<file path="src/rtl/i2s_pkg.sv">
// i2s_pkg: shared FSM states and channel constants for the I2S slave receiver
package i2s_pkg;
    typedef enum logic [1:0] {IDLE, ALIGN, RUN} state_t;
    localparam logic CH_LEFT  = 1'b0;
    localparam logic CH_RIGHT = 1'b1;
endpackage

</file>
<file path="src/rtl/i2s_slave_rx_if.sv">
// i2s_slave_rx_if: valid/ready stream carrying {left,right} frames out of the receiver
interface i2s_slave_rx_if #(parameter int DW = 16);
    logic              frame_valid;
    logic [2*DW-1:0]   frame_data;
    logic              frame_ready;
    modport master (output frame_valid, frame_data, input frame_ready);
    modport slave  (input frame_valid, frame_data, output frame_ready);
endinterface

</file>
<file path="src/rtl/sync_fifo.sv">
// sync_fifo: single-clock frame FIFO; a push into a full FIFO only lands when a pop frees the slot
module sync_fifo #(
    parameter int WIDTH = 32,
    parameter int DEPTH = 8
) (
    input  logic                         pclk,
    input  logic                         rst,
    input  logic                         push,
    input  logic [WIDTH-1:0]             din,
    input  logic                         pop,
    output logic                         full,
    output logic                         empty,
    output logic [$clog2(DEPTH+1)-1:0]   level,
    output logic [WIDTH-1:0]             dout
);
    localparam int AW = $clog2(DEPTH);
    localparam int LW = $clog2(DEPTH+1);
    logic [WIDTH-1:0] mem [DEPTH];
    logic [AW-1:0]    wr_ptr, rd_ptr;
    logic             do_push, do_pop;
    assign empty   = level == '0;
    assign full    = level == LW'(DEPTH);
    assign do_pop  = pop && !empty;
    assign do_push = push && (!full || do_pop);
    assign dout    = empty ? '0 : mem[rd_ptr];
    // pointers and occupancy; pointers wrap naturally because DEPTH is a power of two
    always_ff @(posedge pclk) begin
        if (rst) begin
            wr_ptr <= '0;
            rd_ptr <= '0;
            level  <= '0;
        end else begin
            if (do_push) wr_ptr <= wr_ptr + 1'b1;
            if (do_pop) rd_ptr <= rd_ptr + 1'b1;
            level <= level + LW'(do_push) - LW'(do_pop);
        end
    end
    // storage needs no reset: dout is masked while empty
    always_ff @(posedge pclk) begin
        if (do_push) mem[wr_ptr] <= din;
    end
endmodule

</file>
<file path="src/rtl/i2s_slave_rx.sv">
// i2s_slave_rx: I2S slave receiver; oversamples sck/ws/sd, deserialises Philips stereo words, queues {L,R} frames
module i2s_slave_rx
    import i2s_pkg::*;
#(
    parameter int DW          = 16,
    parameter int DEPTH       = 8,
    parameter int SYNC_STAGES = 2
) (
    input  logic                         pclk,
    input  logic                         rst,
    input  logic                         en_i,
    input  logic                         sck_i,
    input  logic                         ws_i,
    input  logic                         sd_i,
    i2s_slave_rx_if.master               frm,
    output logic [$clog2(DEPTH+1)-1:0]   fifo_level_o,
    output logic                         overflow_o,
    output logic                         len_err_o,
    input  logic                         clr_i
);
    localparam int CW = $clog2(DW+1);
    logic [SYNC_STAGES-1:0] sck_sync, ws_sync, sd_sync;
    logic                   sck_s, ws_s, sd_s, sck_d, sck_rise, ws_prev;
    state_t                 state, state_nx;
    logic [CW-1:0]          bitcnt;
    logic [DW-1:0]          shreg, sh_nx, left_hold;
    logic                   cap, word_end, push, full, empty, ovf_set, lerr_set;
    assign sck_s    = sck_sync[SYNC_STAGES-1];
    assign ws_s     = ws_sync[SYNC_STAGES-1];
    assign sd_s     = sd_sync[SYNC_STAGES-1];
    assign sck_rise = sck_s && !sck_d;
    // synchronisers, sck edge detector and the ws history used for word boundaries
    always_ff @(posedge pclk) begin
        if (rst) begin
            sck_sync <= '0;
            ws_sync  <= '0;
            sd_sync  <= '0;
            sck_d    <= 1'b0;
            ws_prev  <= 1'b0;
        end else begin
            sck_sync <= {sck_sync[SYNC_STAGES-2:0], sck_i};
            ws_sync  <= {ws_sync[SYNC_STAGES-2:0], ws_i};
            sd_sync  <= {sd_sync[SYNC_STAGES-2:0], sd_i};
            sck_d    <= sck_s;
            if (sck_rise) ws_prev <= ws_s;
        end
    end
    // FSM state register
    always_ff @(posedge pclk) begin
        if (rst) state <= IDLE;
        else state <= state_nx;
    end
    // next state plus the per-edge word assembly decisions
    always_comb begin
        state_nx = !en_i ? IDLE :
                   state == IDLE ? ALIGN :
                   (state == ALIGN && sck_rise && ws_prev == CH_RIGHT && ws_s == CH_LEFT) ? RUN : state;
        cap      = state == RUN && en_i && sck_rise;
        word_end = cap && ws_s != ws_prev;
        sh_nx    = bitcnt < CW'(DW) ? shreg | (DW'(sd_s) << (CW'(DW-1) - bitcnt)) : shreg;
        push     = word_end && ws_prev == CH_RIGHT;
        lerr_set = word_end && (32'(bitcnt) + 1 < DW);
        ovf_set  = push && full && !frm.frame_ready;
    end
    // deserialiser: shift register, saturating bit counter and held left sample
    always_ff @(posedge pclk) begin
        if (rst) begin
            bitcnt    <= '0;
            shreg     <= '0;
            left_hold <= '0;
        end else if (state != RUN || !en_i) begin
            bitcnt <= '0;
            shreg  <= '0;
        end else if (word_end) begin
            bitcnt <= '0;
            shreg  <= '0;
            if (ws_prev == CH_LEFT) left_hold <= sh_nx;
        end else if (cap) begin
            bitcnt <= bitcnt == CW'(DW) ? bitcnt : bitcnt + 1'b1;
            shreg  <= sh_nx;
        end
    end
    // sticky error flags; a new set beats a simultaneous clear
    always_ff @(posedge pclk) begin
        if (rst) begin
            overflow_o <= 1'b0;
            len_err_o  <= 1'b0;
        end else begin
            overflow_o <= ovf_set || (overflow_o && !clr_i);
            len_err_o  <= lerr_set || (len_err_o && !clr_i);
        end
    end
    assign frm.frame_valid = !empty;
    sync_fifo #(.WIDTH(2*DW), .DEPTH(DEPTH)) u_fifo (
        .pclk  (pclk),
        .rst   (rst),
        .push  (push),
        .din   ({left_hold, sh_nx}),
        .pop   (frm.frame_ready),
        .full  (full),
        .empty (empty),
        .level (fifo_level_o),
        .dout  (frm.frame_data)
    );
endmodule

</file>
<file path="src/flat_wrapper.sv">
// flat-port wrapper written by rule: the top's interface ports become plain ports
module i2s_slave_rx_flat import i2s_pkg::*;
#(
    parameter int DW          = 16,
    parameter int DEPTH       = 8,
    parameter int SYNC_STAGES = 2
)
  (pclk, rst, en_i, sck_i, ws_i, sd_i, fifo_level_o, overflow_o, len_err_o, clr_i, frm_frame_valid, frm_frame_data, frm_frame_ready);
  i2s_slave_rx_if #(.DW(DW)) frm_i ();
  input  logic pclk;
  input  logic rst;
  input  logic en_i;
  input  logic sck_i;
  input  logic ws_i;
  input  logic sd_i;
  output logic [$clog2(DEPTH+1)-1:0] fifo_level_o;
  output logic overflow_o;
  output logic len_err_o;
  input  logic clr_i;
  output wire logic [$bits(frm_i.frame_valid)-1:0] frm_frame_valid;
  output wire logic [$bits(frm_i.frame_data)-1:0] frm_frame_data;
  input wire logic [$bits(frm_i.frame_ready)-1:0] frm_frame_ready;
  assign frm_frame_valid = frm_i.frame_valid;
  assign frm_frame_data = frm_i.frame_data;
  assign frm_i.frame_ready = frm_frame_ready;
  i2s_slave_rx #(.DW(DW), .DEPTH(DEPTH), .SYNC_STAGES(SYNC_STAGES)) u_core (.pclk(pclk), .rst(rst), .en_i(en_i), .sck_i(sck_i), .ws_i(ws_i), .sd_i(sd_i), .frm(frm_i), .fifo_level_o(fifo_level_o), .overflow_o(overflow_o), .len_err_o(len_err_o), .clr_i(clr_i));
endmodule
</file>
<file path="config.mk">
export PLATFORM = sky130hd
export DESIGN_NAME = i2s_slave_rx_flat
export DESIGN_NICKNAME = d
export VERILOG_FILES = /design/src/rtl/i2s_pkg.sv /design/src/rtl/i2s_slave_rx_if.sv /design/src/rtl/sync_fifo.sv /design/src/rtl/i2s_slave_rx.sv /design/src/flat_wrapper.sv
export SDC_FILE = /design/constraint.sdc
export NUM_CORES = 1
export LEC_CHECK = 0
export ABC_AREA = 0
export CORE_MARGIN = 3
export CORE_UTILIZATION = 39
export DETAILED_ROUTE_END_ITERATION = 10
export PLACE_DENSITY = 0.53
export SLEW_MARGIN = 20
export SYNTH_ARGS = -nofsm -noshare
export SYNTH_HDL_FRONTEND = slang
export SYNTH_HIERARCHICAL = 1
export SYNTH_SLANG_ARGS = --single-unit
</file>
<file path="constraint.sdc">
create_clock -name pclk -period 11.3 [get_ports pclk]
set_input_delay 2.26 -clock pclk [delete_from_list [all_inputs] [get_ports pclk]]
set_output_delay 2.26 -clock pclk [all_outputs]
set_load 0.01 [all_outputs]
</file>
==> load_flow_metrics.sql <==
INSERT INTO impl_metrics (metric_group, metric, value, unit) VALUES
('cts', 'post_cts_hold_buffer_count', '0', ''),
('global_routing', 'track_usage', '15.5', '%'),
('timing', 'timing.final.crit_period', '5640', 'ps'),
('cts', 'cts_tree', 'yes', ''),
('timing', 'setup_tns', '0', 'ps'),
('setup_path', 'cp_data_arrival_time', '3380', 'ps'),
('cts', 'cts_max_path_buffers', '3', ''),
('cts', 'htree_num_levels', '2', ''),
('global_routing', 'globalRoute.busiestLayer', 'met2', ''),
('timing', 'finalSetupViolCount', '0', ''),
('cts', 'clock_insertion_delay_worst_skew', '510', 'ps'),
('timing', 'timing.fmax', '177', 'MHz'),
('global_routing', 'global_route.usage.met3', '2.73', '%'),
('yosys', 'synth_compound_area_share', '5.79', '%'),
('timing', 'clock_skew', '22.9', 'ps'),
('route', 'drt_wl_total', '26200', 'µm'),
('floorplanning', 'start_util', '40.2', '%'),
('floorplanning', 'die_area', '34200', 'µm²'),
('yosys', 'synth_top_family_by_area', 'multiplexers', ''),
('cts', 'clkSlewWorstSetupHoldPaths', '60', 'ps'),
('yosys', 'syn-mean-instance-area', '18.1', 'µm²'),
('setup_path', 'cp.required', '9040', 'ps'),
('global_routing', 'global_route.usage.met2', '26.2', '%'),
('yosys', 'synthMuxAreaShare', '12.0', '%'),
('yosys', 'yosys.area_share.simple', '6.84', '%'),
('yosys', 'synth.distinct_cells', '69', ''),
('yosys', 'synth_cells', '691', ''),
('route', 'drcViolationCount', '0', ''),
('timing', 'share_of_the_clock_period_used_by_the_worst_path_after_layout', '49.9', '%'),
('pwr', 'peakVddDrop', '143', 'µV'),
('yosys', 'synth_ff_type', 'sky130_fd_sc_hd__edfxtp_1', ''),
('yosys', 'yosysWarningCount', '6', ''),
('floorplanning', 'io_pins', '47', ''),
('status', 'outcome', 'completed', ''),
('pwr', 'power_density', '212', 'nW/µm²'),
('global_routing', 'initial_antenna_violation_count', '0', ''),
('floorplanning', 'placeableCoreArea', '31100', 'µm²'),
('yosys', 'seq_area_frac_synth', '71.5', '%'),
('route', 'dr.first_iter.drc_count', '363', ''),
('global_routing', 'grt_overflow_total', '0', ''),
('route', 'detail_route.wl_per_cell', '22.4', 'µm'),
('setup_path', 'cp_max_fo', '38', ''),
('yosys', 'synth_nets', '708', ''),
('cells_and_area', 'finalNetCount', '767', ''),
('yosys', 'synth_enable_flop_cells', '256', ''),
('timing', 'drv_slew', '0', ''),
('global_routing', 'grt_first_pass_wirelength', '40200', 'µm'),
('yosys', 'synth_seq_cells', '318', ''),
('hold_path', 'hold_class', 'flip-flop to flip-flop', ''),
('cells_and_area', 'synthToLayoutAreaGrowth', '16.3', '%'),
('placement', 'port_buffers', '46', ''),
('placement', 'place_hpwl', '14500', 'µm'),
('global_routing', 'grt_start_max_net_pins', '65', ''),
('route', 'number_of_nets_still_failing_antenna_checks_after_routing', '0', ''),
('floorplanning', 'die-width', '185', 'µm'),
('timing', 'rsz0062_at_grt', 'false', ''),
('yosys', 'ys_async_sr_fraction', '0', '%'),
('cts', 'post-cts-setup-buffers', '0', ''),
('route', 'avgViaCountPerCell', '5.46', ''),
('job', 'number_of_max_capacitance_violations_reported', '0', ''),
('route', 'detailedRoute.firstPassIterationCount', '5', ''),
('route', 'vias', '6402', ''),
('cts', 'clkSinkCount', '318', ''),
('setup_path', 'crit_path_start_kind', 'flip-flop', ''),
('timing', 'worst_tran_pin_value', '1010', 'ps'),
('global_routing', 'grt_pass1_vias', '6720', ''),
('cells_and_area', 'post_route_cells_drive_above_1_share', '22.5', '%'),
('yosys', 'synth-adder-area-share', '0.962', '%'),
('floorplanning', 'floorplan.rows', '64', ''),
('setup_path', 'end_kind', 'primary output', ''),
('global_routing', 'grt_use_met1', '21.0', '%'),
('cts', 'cts_resized', '0', ''),
('yosys', 'synthesized_area_fraction_occupied_by_xor_and_xnor_cells', '0.211', '%'),
('cells_and_area', 'n_antenna_cell', '0', ''),
('timing', 'max_slew_margin', '32.4', '%'),
('cts', 'tritoncts.num_buffers', '36', ''),
('placement', 'placed_cells_incl_taps', '1108', ''),
('cts', 'clock_tree.root_cell', 'sky130_fd_sc_hd__clkbuf_16', ''),
('pwr', 'power.static_leakage', '4.97', 'nW'),
('yosys', 'post_synth_design_cell_area', '12500', 'µm²'),
('placement', 'gp_congestion', '0.739', ''),
('setup_path', 'class_of_the_most_critical_setup_path', 'flip-flop to primary output', ''),
('cells_and_area', 'final_cells', '1173', ''),
('floorplanning', 'floorplan.die.height', '185', 'µm'),
('timing', 'timing.final.hold_violations', '0', '');
-- through the flow --
stage | worst slack (ps) | hold slack [ps] | instance area [µm²] | power [mW] | utilization, %
finish | 5660 | 442 | 14500 | 3.07 | 46.7
global placement | 6110 | 426 | 13300 | 1.94 | 42.8
detailed placement | 5970 | 435 | 13300 | 1.95 | 42.8
floorplan | 5020 | 414 | 12500 | 1.67 | -
global route | 5370 | 464 | 14500 | 3.21 | 46.7
CTS | 5510 | 448 | 14500 | 3.12 | 46.7
-- Yosys cell counts, types with 7 or more instances --
library cell	instances	area (µm²)
sky130_fd_sc_hd__edfxtp_1	256	7690
sky130_fd_sc_hd__mux4_2	64	1440
sky130_fd_sc_hd__dfxtp_1	62	1240
sky130_fd_sc_hd__nor2_1	49	184
sky130_fd_sc_hd__a22o_1	33	289
sky130_fd_sc_hd__nand2_1	18	67.6
sky130_fd_sc_hd__nor2b_1	15	93.8
sky130_fd_sc_hd__a31oi_1	14	87.6
sky130_fd_sc_hd__a21oi_1	13	65.1
sky130_fd_sc_hd__buf_6	11	124
sky130_fd_sc_hd__inv_1	11	41.3
sky130_fd_sc_hd__a21o_1	10	75.1
sky130_fd_sc_hd__nor3_1	10	50.1
sky130_fd_sc_hd__buf_2	9	45.0
sky130_fd_sc_hd__ha_1	8	100
sky130_fd_sc_hd__nand3_1	8	40.0
sky130_fd_sc_hd__clkbuf_1	7	26.3
sky130_fd_sc_hd__nor3_2	7	70.1
-- where the power goes --
| group | total (mW) | switching, mW | internal, mW |
|---|---|---|---|
| Sequential | 1.29 | 0.0286 | 1.26 |
| Clock | 1.16 | 0.440 | 0.721 |
| Combinational | 0.621 | 0.278 | 0.343 |
-- state kept, by name, summed over array words and instances, names as in the netlist, named ones only --
| name | count |
|---|---|
| u_core/sd_sync | 2 |
| u_core/ws_sync | 2 |
| u_core/overflow_o | 1 |
| u_core/len_err_o | 1 |
| u_core/shreg | 16 |
| u_core/ws_prev | 1 |
| u_core/sck_sync | 2 |
| u_core/u_fifo/level | 4 |
| u_core/left_hold | 16 |
| u_core/sck_d | 1 |
| u_core/state | 2 |
| u_core/bitcnt | 5 |
| u_core/u_fifo/mem | 256 |
| u_core/u_fifo/rd_ptr | 3 |
| u_core/u_fifo/wr_ptr | 3 |
-- cells by family (layout without fill, tap and decap cells) --
logic type / after synthesis / in the layout
DFF: 318 / 318
and+or+nand+nor: 147 / 147
AOI/OAI and AO/OA: 94 / 94
muxes: 69 / 69
buffers and inverters: 51 / 137
adders and majority gates: 9 / 9
xor gates and xnor gates: 3 / 3
-- area by class of cell --
class                   instances  area, µm²
flip-flops and latches        318       8930
inverters                      12       45.0
clock buffers                  49       1010
well taps                     396        495
multi-input cells             322       3270
fillers                      2659      16600
clock inverters                16        194
repair buffers                 60        561
-- cells in the final DEF (no fill, tap or decap), types with 3 or more instances in the layout --
master,instances
sky130_fd_sc_hd__inv_1,11
sky130_fd_sc_hd__nand2b_1,5
sky130_fd_sc_hd__clkinv_1,4
sky130_fd_sc_hd__nor2_1,45
sky130_fd_sc_hd__clkbuf_16,38
sky130_fd_sc_hd__edfxtp_1,256
sky130_fd_sc_hd__ha_1,8
sky130_fd_sc_hd__a22o_1,33
sky130_fd_sc_hd__a21o_2,3
sky130_fd_sc_hd__nor2_4,5
sky130_fd_sc_hd__clkinv_2,5
sky130_fd_sc_hd__a21o_1,10
sky130_fd_sc_hd__nor2b_1,15
sky130_fd_sc_hd__buf_4,14
sky130_fd_sc_hd__mux2_2,3
sky130_fd_sc_hd__mux4_2,64
sky130_fd_sc_hd__nand3_1,8
sky130_fd_sc_hd__nor3_1,6
sky130_fd_sc_hd__a21oi_1,13
sky130_fd_sc_hd__clkbuf_1,9
sky130_fd_sc_hd__a31oi_1,14
sky130_fd_sc_hd__o21ai_0,6
sky130_fd_sc_hd__and2_1,3
sky130_fd_sc_hd__dfxtp_1,60
sky130_fd_sc_hd__bufinv_16,4
sky130_fd_sc_hd__nor3_2,11
sky130_fd_sc_hd__clkdlybuf4s50_1,45
sky130_fd_sc_hd__nand2_1,18
-- worst paths after layout --
kind | from | slack, ps | endpoint | cells after the start
worst max register to register | u_core/state[0] | 8280 | u_core/u_fifo/mem[6][4] | 5
worst min register to register | u_core/sd_sync[0] | 440 | u_core/sd_sync[1] | 1
worst min-delay path | u_core/sd_sync[0] | 440 | u_core/sd_sync[1] | 1
worst max-delay path | flip-flop | 5660 | frm_frame_data[31] | 4
-- critical path: stages, from the launching register on --
cell	delay, ps
sky130_fd_sc_hd__dfxtp_4	740
sky130_fd_sc_hd__buf_4	750
sky130_fd_sc_hd__mux4_2	600
sky130_fd_sc_hd__a22o_1	280
sky130_fd_sc_hd__clkdlybuf4s50_1	490
-- layer usage --
| metal | vias up | share of wire [%] | wire length, µm |
|---|---|---|---|
| met5 | - | 0 | 0 |
| met1 | 3348 | 44 | 11500 |
| met4 | 0 | 1.9 | 489 |
| met2 | 155 | 50 | 13100 |
| li1 | 2864 | - | - |
| met3 | 35 | 4.4 | 1160 |
(Power assumes the default switching activity.)
